### src/rtl/spi_resp_slave_pkg.sv
// Shared types and defaults for the SPI response slave.
package spi_resp_slave_pkg;

    // Frame length used when the top is instantiated without an override.
    localparam int DEFAULT_WIDTH = 12;

    // Frame-level protocol state.
    typedef enum logic [1:0] {
        IDLE   = 2'd0,
        ACTIVE = 2'd1,
        HOLD   = 2'd2
    } state_t;

endpackage

### src/rtl/spi_resp_slave_if.sv
// SPI pins plus the local response/receive handshake of the slave.
interface spi_resp_slave_if
    import spi_resp_slave_pkg::*;
#(
    parameter int WIDTH = DEFAULT_WIDTH
);
    logic             sclk;
    logic             cs;
    logic             mosi;
    logic             miso;
    logic [WIDTH-1:0] tx_din;
    logic             tx_load;
    logic             tx_ready;
    logic [WIDTH-1:0] rx_dout;
    logic             done;
    logic             abort;

    // Side that drives the SPI bus and loads responses.
    modport master (
        output sclk, cs, mosi, tx_din, tx_load,
        input  miso, tx_ready, rx_dout, done, abort
    );

    // The responding slave.
    modport slave (
        input  sclk, cs, mosi, tx_din, tx_load,
        output miso, tx_ready, rx_dout, done, abort
    );
endinterface

### src/rtl/spi_resp_slave_sync_edge.sv
// Multi-flop synchronizer for one asynchronous input, followed by a
// rise/fall detector working on the synchronized level.
module spi_sync_edge #(
    parameter int   STAGES = 2,
    parameter logic INIT   = 1'b0
) (
    input  logic clk,
    input  logic rst,
    input  logic din,
    output logic rise,
    output logic fall
);
    logic [STAGES-1:0] chain;
    logic              prev;

    // Shift the raw input through the chain and remember the last synced level.
    always_ff @(posedge clk or negedge rst) begin
        if (!rst) begin
            chain <= {STAGES{INIT}};
            prev  <= INIT;
        end else begin
            // NOTE: non-blocking assignments make every stage sample the old
            // value of its neighbour, so the chain really delays by STAGES clocks.
            chain <= (chain << 1) | STAGES'(din);
            prev  <= chain[STAGES-1];
        end
    end

    assign rise = chain[STAGES-1] & ~prev;
    assign fall = ~chain[STAGES-1] & prev;
endmodule

### src/rtl/spi_resp_slave.sv
// SPI slave that receives a WIDTH-bit word LSB first on mosi while
// returning a preloaded response word LSB first on miso. sclk is sampled
// as data in the clk domain; the master changes data on sclk rise and
// samples on sclk fall.
module spi_resp_slave
    import spi_resp_slave_pkg::*;
#(
    parameter int WIDTH       = DEFAULT_WIDTH,
    parameter int SYNC_STAGES = 2
) (
    input logic             clk,
    input logic             rst,
    spi_resp_slave_if.slave bus
);
    localparam int CW = $clog2(WIDTH + 1);

    logic                   sclk_rise, sclk_fall;
    logic                   cs_rise, cs_fall;
    logic [SYNC_STAGES-1:0] mosi_sync;
    logic                   mosi_s;

    state_t                 state;
    logic [CW-1:0]          cnt;
    logic [WIDTH-1:0]       shift_rx;
    logic [WIDTH-1:0]       shift_tx;
    logic [WIDTH-1:0]       tx_buf;
    logic [WIDTH-1:0]       rx_dout_q;
    logic                   miso_q, done_q, abort_q, tx_ready_q;

    spi_sync_edge #(.STAGES(SYNC_STAGES), .INIT(1'b0)) u_sclk_sync (
        .clk  (clk),
        .rst  (rst),
        .din  (bus.sclk),
        .rise (sclk_rise),
        .fall (sclk_fall)
    );

    spi_sync_edge #(.STAGES(SYNC_STAGES), .INIT(1'b1)) u_cs_sync (
        .clk  (clk),
        .rst  (rst),
        .din  (bus.cs),
        .rise (cs_rise),
        .fall (cs_fall)
    );

    // Level-only synchronizer for mosi; it is only sampled on sclk fall.
    always_ff @(posedge clk or negedge rst) begin
        if (!rst) mosi_sync <= '0;
        else      mosi_sync <= (mosi_sync << 1) | SYNC_STAGES'(bus.mosi);
    end

    assign mosi_s = mosi_sync[SYNC_STAGES-1];

    // Response buffer: writable only while no frame is in progress.
    always_ff @(posedge clk or negedge rst) begin
        if (!rst)                           tx_buf <= '0;
        else if (bus.tx_load && tx_ready_q) tx_buf <= bus.tx_din;
    end

    // Frame FSM with registered outputs; cs rise takes priority over sclk edges.
    always_ff @(posedge clk or negedge rst) begin
        if (!rst) begin
            state      <= IDLE;
            cnt        <= '0;
            shift_rx   <= '0;
            shift_tx   <= '0;
            rx_dout_q  <= '0;
            miso_q     <= 1'b0;
            done_q     <= 1'b0;
            abort_q    <= 1'b0;
            tx_ready_q <= 1'b1;
        end else begin
            done_q  <= 1'b0;
            abort_q <= 1'b0;
            case (state)
                IDLE: begin
                    if (cs_fall) begin
                        state      <= ACTIVE;
                        cnt        <= '0;
                        shift_tx   <= tx_buf;
                        miso_q     <= tx_buf[0];
                        tx_ready_q <= 1'b0;
                    end
                end
                ACTIVE: begin
                    if (cs_rise) begin
                        state      <= IDLE;
                        cnt        <= '0;
                        abort_q    <= 1'b1;
                        miso_q     <= 1'b0;
                        tx_ready_q <= 1'b1;
                    end else if (sclk_fall) begin
                        shift_rx <= {mosi_s, shift_rx[WIDTH-1:1]};
                        cnt      <= cnt + CW'(1);
                        if (cnt == CW'(WIDTH - 1)) begin
                            rx_dout_q  <= {mosi_s, shift_rx[WIDTH-1:1]};
                            done_q     <= 1'b1;
                            state      <= HOLD;
                            miso_q     <= 1'b0;
                            tx_ready_q <= 1'b1;
                        end
                    end else if (sclk_rise && cnt != '0) begin
                        // The first rise precedes bit 0's sample, so bit 0 stays put.
                        shift_tx <= shift_tx >> 1;
                        miso_q   <= shift_tx[1];
                    end
                end
                HOLD: begin
                    miso_q <= 1'b0;
                    if (cs_rise) begin
                        state <= IDLE;
                        cnt   <= '0;
                    end
                end
                default: begin
                    state      <= IDLE;
                    cnt        <= '0;
                    miso_q     <= 1'b0;
                    tx_ready_q <= 1'b1;
                end
            endcase
        end
    end

    assign bus.miso     = miso_q;
    assign bus.done     = done_q;
    assign bus.abort    = abort_q;
    assign bus.tx_ready = tx_ready_q;
    assign bus.rx_dout  = rx_dout_q;
endmodule

### src/flat_wrapper.sv
// flat-port wrapper written by rule: the top's interface ports become plain ports
module spi_resp_slave_flat import spi_resp_slave_pkg::*;
#(
    parameter int WIDTH       = DEFAULT_WIDTH,
    parameter int SYNC_STAGES = 2
)
  (clk, rst, bus_sclk, bus_cs, bus_mosi, bus_tx_din, bus_tx_load, bus_miso, bus_tx_ready, bus_rx_dout, bus_done, bus_abort);
  spi_resp_slave_if #(.WIDTH(WIDTH)) bus_i ();
  input logic clk;
  input logic rst;
  input wire logic [$bits(bus_i.sclk)-1:0] bus_sclk;
  input wire logic [$bits(bus_i.cs)-1:0] bus_cs;
  input wire logic [$bits(bus_i.mosi)-1:0] bus_mosi;
  input wire logic [$bits(bus_i.tx_din)-1:0] bus_tx_din;
  input wire logic [$bits(bus_i.tx_load)-1:0] bus_tx_load;
  output wire logic [$bits(bus_i.miso)-1:0] bus_miso;
  output wire logic [$bits(bus_i.tx_ready)-1:0] bus_tx_ready;
  output wire logic [$bits(bus_i.rx_dout)-1:0] bus_rx_dout;
  output wire logic [$bits(bus_i.done)-1:0] bus_done;
  output wire logic [$bits(bus_i.abort)-1:0] bus_abort;
  assign bus_i.sclk = bus_sclk;
  assign bus_i.cs = bus_cs;
  assign bus_i.mosi = bus_mosi;
  assign bus_i.tx_din = bus_tx_din;
  assign bus_i.tx_load = bus_tx_load;
  assign bus_miso = bus_i.miso;
  assign bus_tx_ready = bus_i.tx_ready;
  assign bus_rx_dout = bus_i.rx_dout;
  assign bus_done = bus_i.done;
  assign bus_abort = bus_i.abort;
  spi_resp_slave #(.WIDTH(WIDTH), .SYNC_STAGES(SYNC_STAGES)) u_core (.clk(clk), .rst(rst), .bus(bus_i));
endmodule
### config.mk
export PLATFORM = sky130hd
export DESIGN_NAME = spi_resp_slave_flat
export DESIGN_NICKNAME = d
export VERILOG_FILES = /design/src/rtl/spi_resp_slave_pkg.sv /design/src/rtl/spi_resp_slave_if.sv /design/src/rtl/spi_resp_slave_sync_edge.sv /design/src/rtl/spi_resp_slave.sv /design/src/flat_wrapper.sv
export SDC_FILE = /design/constraint.sdc
export NUM_CORES = 1
export LEC_CHECK = 0
export ABC_AREA = 1
export CAP_MARGIN = 40
export CORE_MARGIN = 4
export CORE_UTILIZATION = 59
export CTS_CLUSTER_DIAMETER = 50
export CTS_CLUSTER_SIZE = 28
export DETAILED_ROUTE_END_ITERATION = 6
export PLACE_DENSITY = 0.84
export SYNTH_ARGS = -nofsm -noshare
export SYNTH_HDL_FRONTEND = slang
export SYNTH_SLANG_ARGS = --single-unit
### constraint.sdc
create_clock -name clk -period 3.4 [get_ports clk]
set_input_delay 0.68 -clock clk [delete_from_list [all_inputs] [get_ports clk]]
set_output_delay 0.68 -clock clk [all_outputs]
set_load 0.05 [all_outputs]
# Yosys cells after proc, flatten, opt, wreduce, memory -nomap -nowiden
# Index checks and enable logic that the tools add are counted.
[classes]
n_addsub = 1
n_eq_ne = 12
bitwise = 13
reduce_logical = 12
mux = 33
[ops]
columns = ["operator", "count"]
rows = [
  ["12-bit 2-to-1 mux", 4],
  ["12-bit one-hot mux with 2 select lines", 1],
  ["4-bit 2-to-1 mux", 4],
  ["1-bit 2-to-1 mux", 15],
  ["4-bit one-hot mux with 3 select lines", 1],
  ["4-bit AND reduction", 3],
  ["2-bit 2-to-1 mux", 5],
  ["3-bit AND reduction", 3],
  ["2-bit by 1-bit != test with 1-bit output (second input constant)", 3],
  ["3-bit by 1-bit != test with 1-bit output (second input constant)", 2],
  ["1-bit NOT", 6],
  ["2-bit by 1-bit bitwise OR with 2-bit output", 3],
  ["2-bit one-hot mux with 3 select lines", 1],
  ["5-bit AND reduction", 1],
  ["4-bit by 1-bit adder with 4-bit output (second input constant)", 1],
  ["1-bit bitwise AND", 4],
  ["4-bit equality test (second input constant)", 1],
  ["2-bit != test (second input constant)", 2],
  ["4-bit by 1-bit != test with 1-bit output (second input constant)", 1],
  ["4-bit != test (second input constant)", 1],
  ["4-bit nonzero test", 1],
  ["1-bit one-hot mux with 3 select lines", 1],
  ["2-bit by 1-bit equality test with 1-bit output (second input constant)", 1],
  ["2-bit equality test (second input constant)", 1],
  ["other kinds (4)", 5],
]
[totals]
input_bits = 18
word_cells = 86
output_inout_bits = 16
ff_bits = 66

# Depth between registers and ports, before layout
[depth]
word_depth = 7
ltp_mapped = 9
ltp_nobuf = 9

# By module
# From an unflattened synthesis, not the netlist that was laid out.
[hier_totals]
cells_unflattened = 282
hier_area_um2 = 2726.4
[by_module_without_submodules]
columns = ["module", "cells_per_inst", "area_per_inst_um2", "seq_area_each_um2", "instances"]
rows = [
  ["spi_resp_slave", 268, 2542.4, 1452.6, 1],
  ["spi_sync_edge (u_core.u_cs_sync)", 7, 93.8, 78.8, 1],
  ["spi_sync_edge (u_core.u_sclk_sync)", 7, 90.1, 75.1, 1],
]

# Worst setup path after synthesis
# No wires, ideal clock.
[synth_timing]
path_kind = "input-to-reg"
from = "input port bus_tx_load"
to = "register u_core.tx_buf[0]"
required_time_ps = 3275
setup_ps = 125
path_stages = 3
arrival_time_ps = 1317
slack_ps = 1958
path_buffers = 1
cell_sequence = "nand2_1 -> buf_2 -> mux2_2"
[synth_via]
elab_chain_cells = 1
[synth_lines]
columns = ["item", "line_no", "text"]
rows = [
  ["start: declaration", "flat_wrapper.sv:15", "input wire logic [$bits(bus_i.tx_load)-1:0] bus_tx_load;"],
  ["1-bit logical AND", "spi_resp_slave.sv:57", "else if (bus.tx_load && tx_ready_q) tx_buf <= bus.tx_din;"],
  ["end signal: assignment", "spi_resp_slave.sv:57", ""],
  ["end: declaration", "spi_resp_slave.sv:26", "logic [WIDTH-1:0] tx_buf;"],
]
# Every way passes these cells.
# A chain may end at the register's enable or synchronous reset.

# Worst setup path in the final report
[layout_timing]
from = "register u_core.tx_ready_q (netlist: u_core.bus.tx_ready)"
to = "output port bus_tx_ready"
[layout_rtl]
columns = ["item", "line_no", "text"]
rows = [
  ["start: declaration", "spi_resp_slave.sv:28", "logic miso_q, done_q, abort_q, tx_ready_q;"],
  ["start signal: assignment", "spi_resp_slave.sv:71", "tx_ready_q <= 1'b1;"],
  ["start signal: assignment", "spi_resp_slave.sv:82", "tx_ready_q <= 1'b0;"],
  ["start signal: assignment", "spi_resp_slave.sv:91", "tx_ready_q <= 1'b1;"],
  ["end: declaration", "flat_wrapper.sv:17", "output wire logic [$bits(bus_i.tx_ready)-1:0] bus_tx_ready;"],
]
# No word-level cell between the ends.

==> insert_results.sql <==
INSERT INTO impl_metrics (metric_group, metric, value, unit) VALUES
('placed_design', 'detailed_place.area', '3040', 'um2'),
('cts', 'cts_tree', 'done', ''),
('synth', 'ys_seq_elements', '64', ''),
('final_layout', 'seq_area', '1610', 'um2'),
('cts', 'cts.clk_slew.worst_paths', '0.06', 'ns'),
('cts', 'root_buffer', 'sky130_fd_sc_hd__clkbuf_8', ''),
('sta', 'timing_worst_slew_pin_value', '0.811', 'ns'),
('floorplanning', 'placementRows', '24', ''),
('flow_run', 'drv_cap', '0', ''),
('sta', 'fin_tns_setup', '0', 'ns'),
('cts', 'holdBufCountCts', '0', ''),
('routing', 'via_per_inst', '5.14', ''),
('routing', 'ant_nets', '0', ''),
('synth', 'synth_compound_area_share', '7.91', '%'),
('status', 'run_status', 'finished clean', ''),
('setup_path', 'worst-endpoint-arrival', '1.66', 'ns'),
('setup_path', 'critPathKind', 'flip-flop to output pin', ''),
('synth', 'synth_enable_flop_cells', '0', ''),
('synth', 'mappedNetlistNets', '299', ''),
('synth', 'synthesis.area', '2710', 'um2'),
('sta', 'finalWorstPathRequiredPeriod', '2.34', 'ns'),
('synth', 'synthDominantCellAreaShare', '55.5', '%'),
('synth', 'yosys_warnings', '0', ''),
('setup_path', 'crit_slowest_cell', 'sky130_fd_sc_hd__clkdlybuf4s50_1', ''),
('setup_path', 'worst-path-max-fanout', '3', ''),
('routing', 'avgRoutedWirePerCell', '13.0', 'um'),
('routing', 'totalWireLength', '4830', 'um'),
('final_layout', 'fill_cells', '305', ''),
('routing', 'vias', '1913', ''),
('final_layout', 'synthesis_to_layout_area_growth', '18.9', '%'),
('synth', 'synth_most_common_cell', 'sky130_fd_sc_hd__nand2_1', ''),
('setup_path', 'worst-endpoint-required', '2.72', 'ns'),
('synth', 'synth.top_cells.by_area', 'sky130_fd_sc_hd__dfrtp_1, sky130_fd_sc_hd__nand2_1, sky130_fd_sc_hd__mux2_2', ''),
('synth', 'synth_top_area_cell', 'sky130_fd_sc_hd__dfrtp_1', ''),
('placed_design', 'detailed_place_hpwl', '3290', 'um'),
('sta', 'min_period_over_period', '68.9', '%'),
('setup_path', 'worstRegToRegCells', '8', ''),
('hold_path', 'hold_path_startpoint', 'u_core.u_sclk_sync.chain[0]', ''),
('setup_path', 'worst_r2r_startpoint', 'u_core.state[1]', ''),
('pwr', 'clkPwrFrac', '28.9', '%'),
('pwr', 'max-vdd-ir-drop', '0.333', 'mV'),
('final_layout', 'multiInputGateArea', '931', 'um2'),
('routing', 'drt_first_pass_iters', '4', ''),
('synth', 'yosys_most_used_dff', 'sky130_fd_sc_hd__dfrtp_1', ''),
('cts', 'ctsLongestPathBuffers', '2', ''),
('synth', 'synth_commonest_cells', 'sky130_fd_sc_hd__nand2_1, sky130_fd_sc_hd__dfrtp_1, sky130_fd_sc_hd__inv_1', ''),
('floorplanning', 'fp.dieW', '75.7', 'um'),
('sta', 'grt_setup_unrepaired', 'false', ''),
('sta', 'timing_max_transition_violations_final', '0', ''),
('setup_path', 'critical_path_sink_type', 'output pin', ''),
('grt', 'overflow', '0', ''),
('hold_path', 'hold-path-endpoint', 'u_core.u_sclk_sync.chain[1]', ''),
('setup_path', 'critPathMaxStageDelay', '0.79', 'ns'),
('cts', 'tritoncts_num_sinks', '64', ''),
('cts', 'post_cts_resized', '0', ''),
('grt', 'grt_start_max_net_pins', '38', ''),
('hold_path', 'min_delay_path_depth', '0', ''),
('sta', 'finalHoldViolCount', '0', ''),
('pwr', 'swShare', '30.2', '%'),
('cts', 'post-cts-setup-buffer-count', '0', ''),
('placed_design', 'global_placer_s_final_weighted_congestion', '0.850', ''),
('final_layout', 'finish.instance_area', '3220', 'um2'),
('final_layout', 'antenna_cells_inserted', '0', ''),
('sta', 'slew-limit-headroom', '46.0', '%'),
('sta', 'max_freq', '427', 'MHz'),
('routing', 'drc', '0', ''),
('cts', 'htree_levels', '3', ''),
('synth', 'async_set_reset_flop_share_out_of_synthesis', '100', '%'),
('synth', 'dominant_combinational_cell_family_by_area_after_synthesis', 'simple AND/OR/NAND/NOR gates', ''),
('floorplanning', 'die_area', '5730', 'um2'),
('placed_design', 'port_buffers', '33', '');
power by group through the flow:
stage | logic (mW) | registers (mW) | clock network (mW)
2_1_floorplan | 0.292 | 1.03 | 0
3_3_place_gp | 0.412 | 1.01 | 0
3_5_place_dp | 0.427 | 1.02 | 0
4_1_cts | 0.430 | 1.01 | 0.594
5_1_grt | 0.490 | 1.03 | 0.630
6_report | 0.425 | 1.01 | 0.583
how the worst max path moves through the flow:
| stage | from | end | slack (ns) |
|---|---|---|---|
| 6_report | u_core.bus.tx_ready | bus_tx_ready | 1.06 |
| 5_1_grt | u_core.bus.tx_ready | bus_tx_ready | 1.02 |
| 4_1_cts | u_core.bus.tx_ready | bus_tx_ready | 1.04 |
| 3_5_place_dp | u_core.bus.tx_ready | bus_tx_ready | 1.41 |
| 3_3_place_gp | u_core.bus.tx_ready | bus_tx_ready | 1.41 |
| 2_1_floorplan | bus_tx_load | u_core.tx_buf[0] | 1.96 |
flip-flops by register name, summed over array words and instances, names as in the netlist, 4 cells and up:
register	count
u_core.shift_rx	11
u_core.tx_buf	12
u_core.cnt	4
u_core.bus.rx_dout	12
u_core.shift_tx	11
kinds of logic after synthesis:
kind of cell	count (synthesis)
simple gates	132
flops	64
buf+inv	35
compound gates	33
mux	12
fa+ha+maj	2
xor+xnor	1
layer usage:
| layer | part of all wire (%) | GRT usage [%] | vias to the layer above |
|---|---|---|---|
| met1 | 46 | 25.8 | 916 |
| li1 | - | - | 949 |
| met5 | 0 | 0 | - |
| met4 | 2.2 | 11.7 | 0 |
| met3 | 4.0 | 5.15 | 10 |
| met2 | 48 | 31.2 | 38 |
area by class of cell:
class                      instances  share of cell area, %
timing repair buffer              35                   10.6
sequential                        64                   49.9
multi-input combinational        180                   28.9
inverter                          27                   3.15
clock buffer                      14                   5.37
tap                               52                   2.02
metrics by stage:
step,hold WS [ns],util [%],cells
after floorplan,0.331,-,279
after global placement,0.336,69.4,358
after detailed placement,0.338,69.4,358
after CTS,0.352,73.4,372
after global routing,0.355,73.4,372
final,0.349,73.4,372
cell usage in the layout (no fill, tap or decap):
| cell | netlist | routed |
|---|---|---|
| sky130_fd_sc_hd__inv_1 | 24 | 24 |
| sky130_fd_sc_hd__nor2_1 | 8 | 8 |
| sky130_fd_sc_hd__nand2_1 | 107 | 107 |
| sky130_fd_sc_hd__mux2_2 | 12 | 12 |
| sky130_fd_sc_hd__nand4_1 | 1 | 1 |
| sky130_fd_sc_hd__nor2_4 | 1 | 1 |
| sky130_fd_sc_hd__nand3_4 | 1 | 1 |
| sky130_fd_sc_hd__or2_2 | 1 | 1 |
| sky130_fd_sc_hd__o21ai_0 | 5 | 5 |
| sky130_fd_sc_hd__nand3_1 | 9 | 9 |
| sky130_fd_sc_hd__dfstp_2 | 4 | 4 |
| sky130_fd_sc_hd__clkbuf_8 | 0 | 12 |
| sky130_fd_sc_hd__nand2_2 | 2 | 2 |
| sky130_fd_sc_hd__clkbuf_1 | 0 | 2 |
| sky130_fd_sc_hd__buf_4 | 1 | 2 |
| sky130_fd_sc_hd__inv_2 | 3 | 3 |
| sky130_fd_sc_hd__nand2_4 | 1 | 1 |
| sky130_fd_sc_hd__dfrtp_1 | 60 | 60 |
| sky130_fd_sc_hd__clkdlybuf4s50_1 | 0 | 32 |
| sky130_fd_sc_hd__nor2_2 | 1 | 1 |
| sky130_fd_sc_hd__o21ai_1 | 15 | 15 |
| sky130_fd_sc_hd__ha_1 | 2 | 2 |
| sky130_fd_sc_hd__o22ai_2 | 1 | 1 |
| sky130_fd_sc_hd__a21oi_1 | 1 | 1 |
| sky130_fd_sc_hd__buf_2 | 3 | 1 |
| sky130_fd_sc_hd__o21ai_2 | 11 | 11 |
| sky130_fd_sc_hd__xor2_1 | 1 | 1 |
No activity file was read; power rests on OpenSTA's default activity.
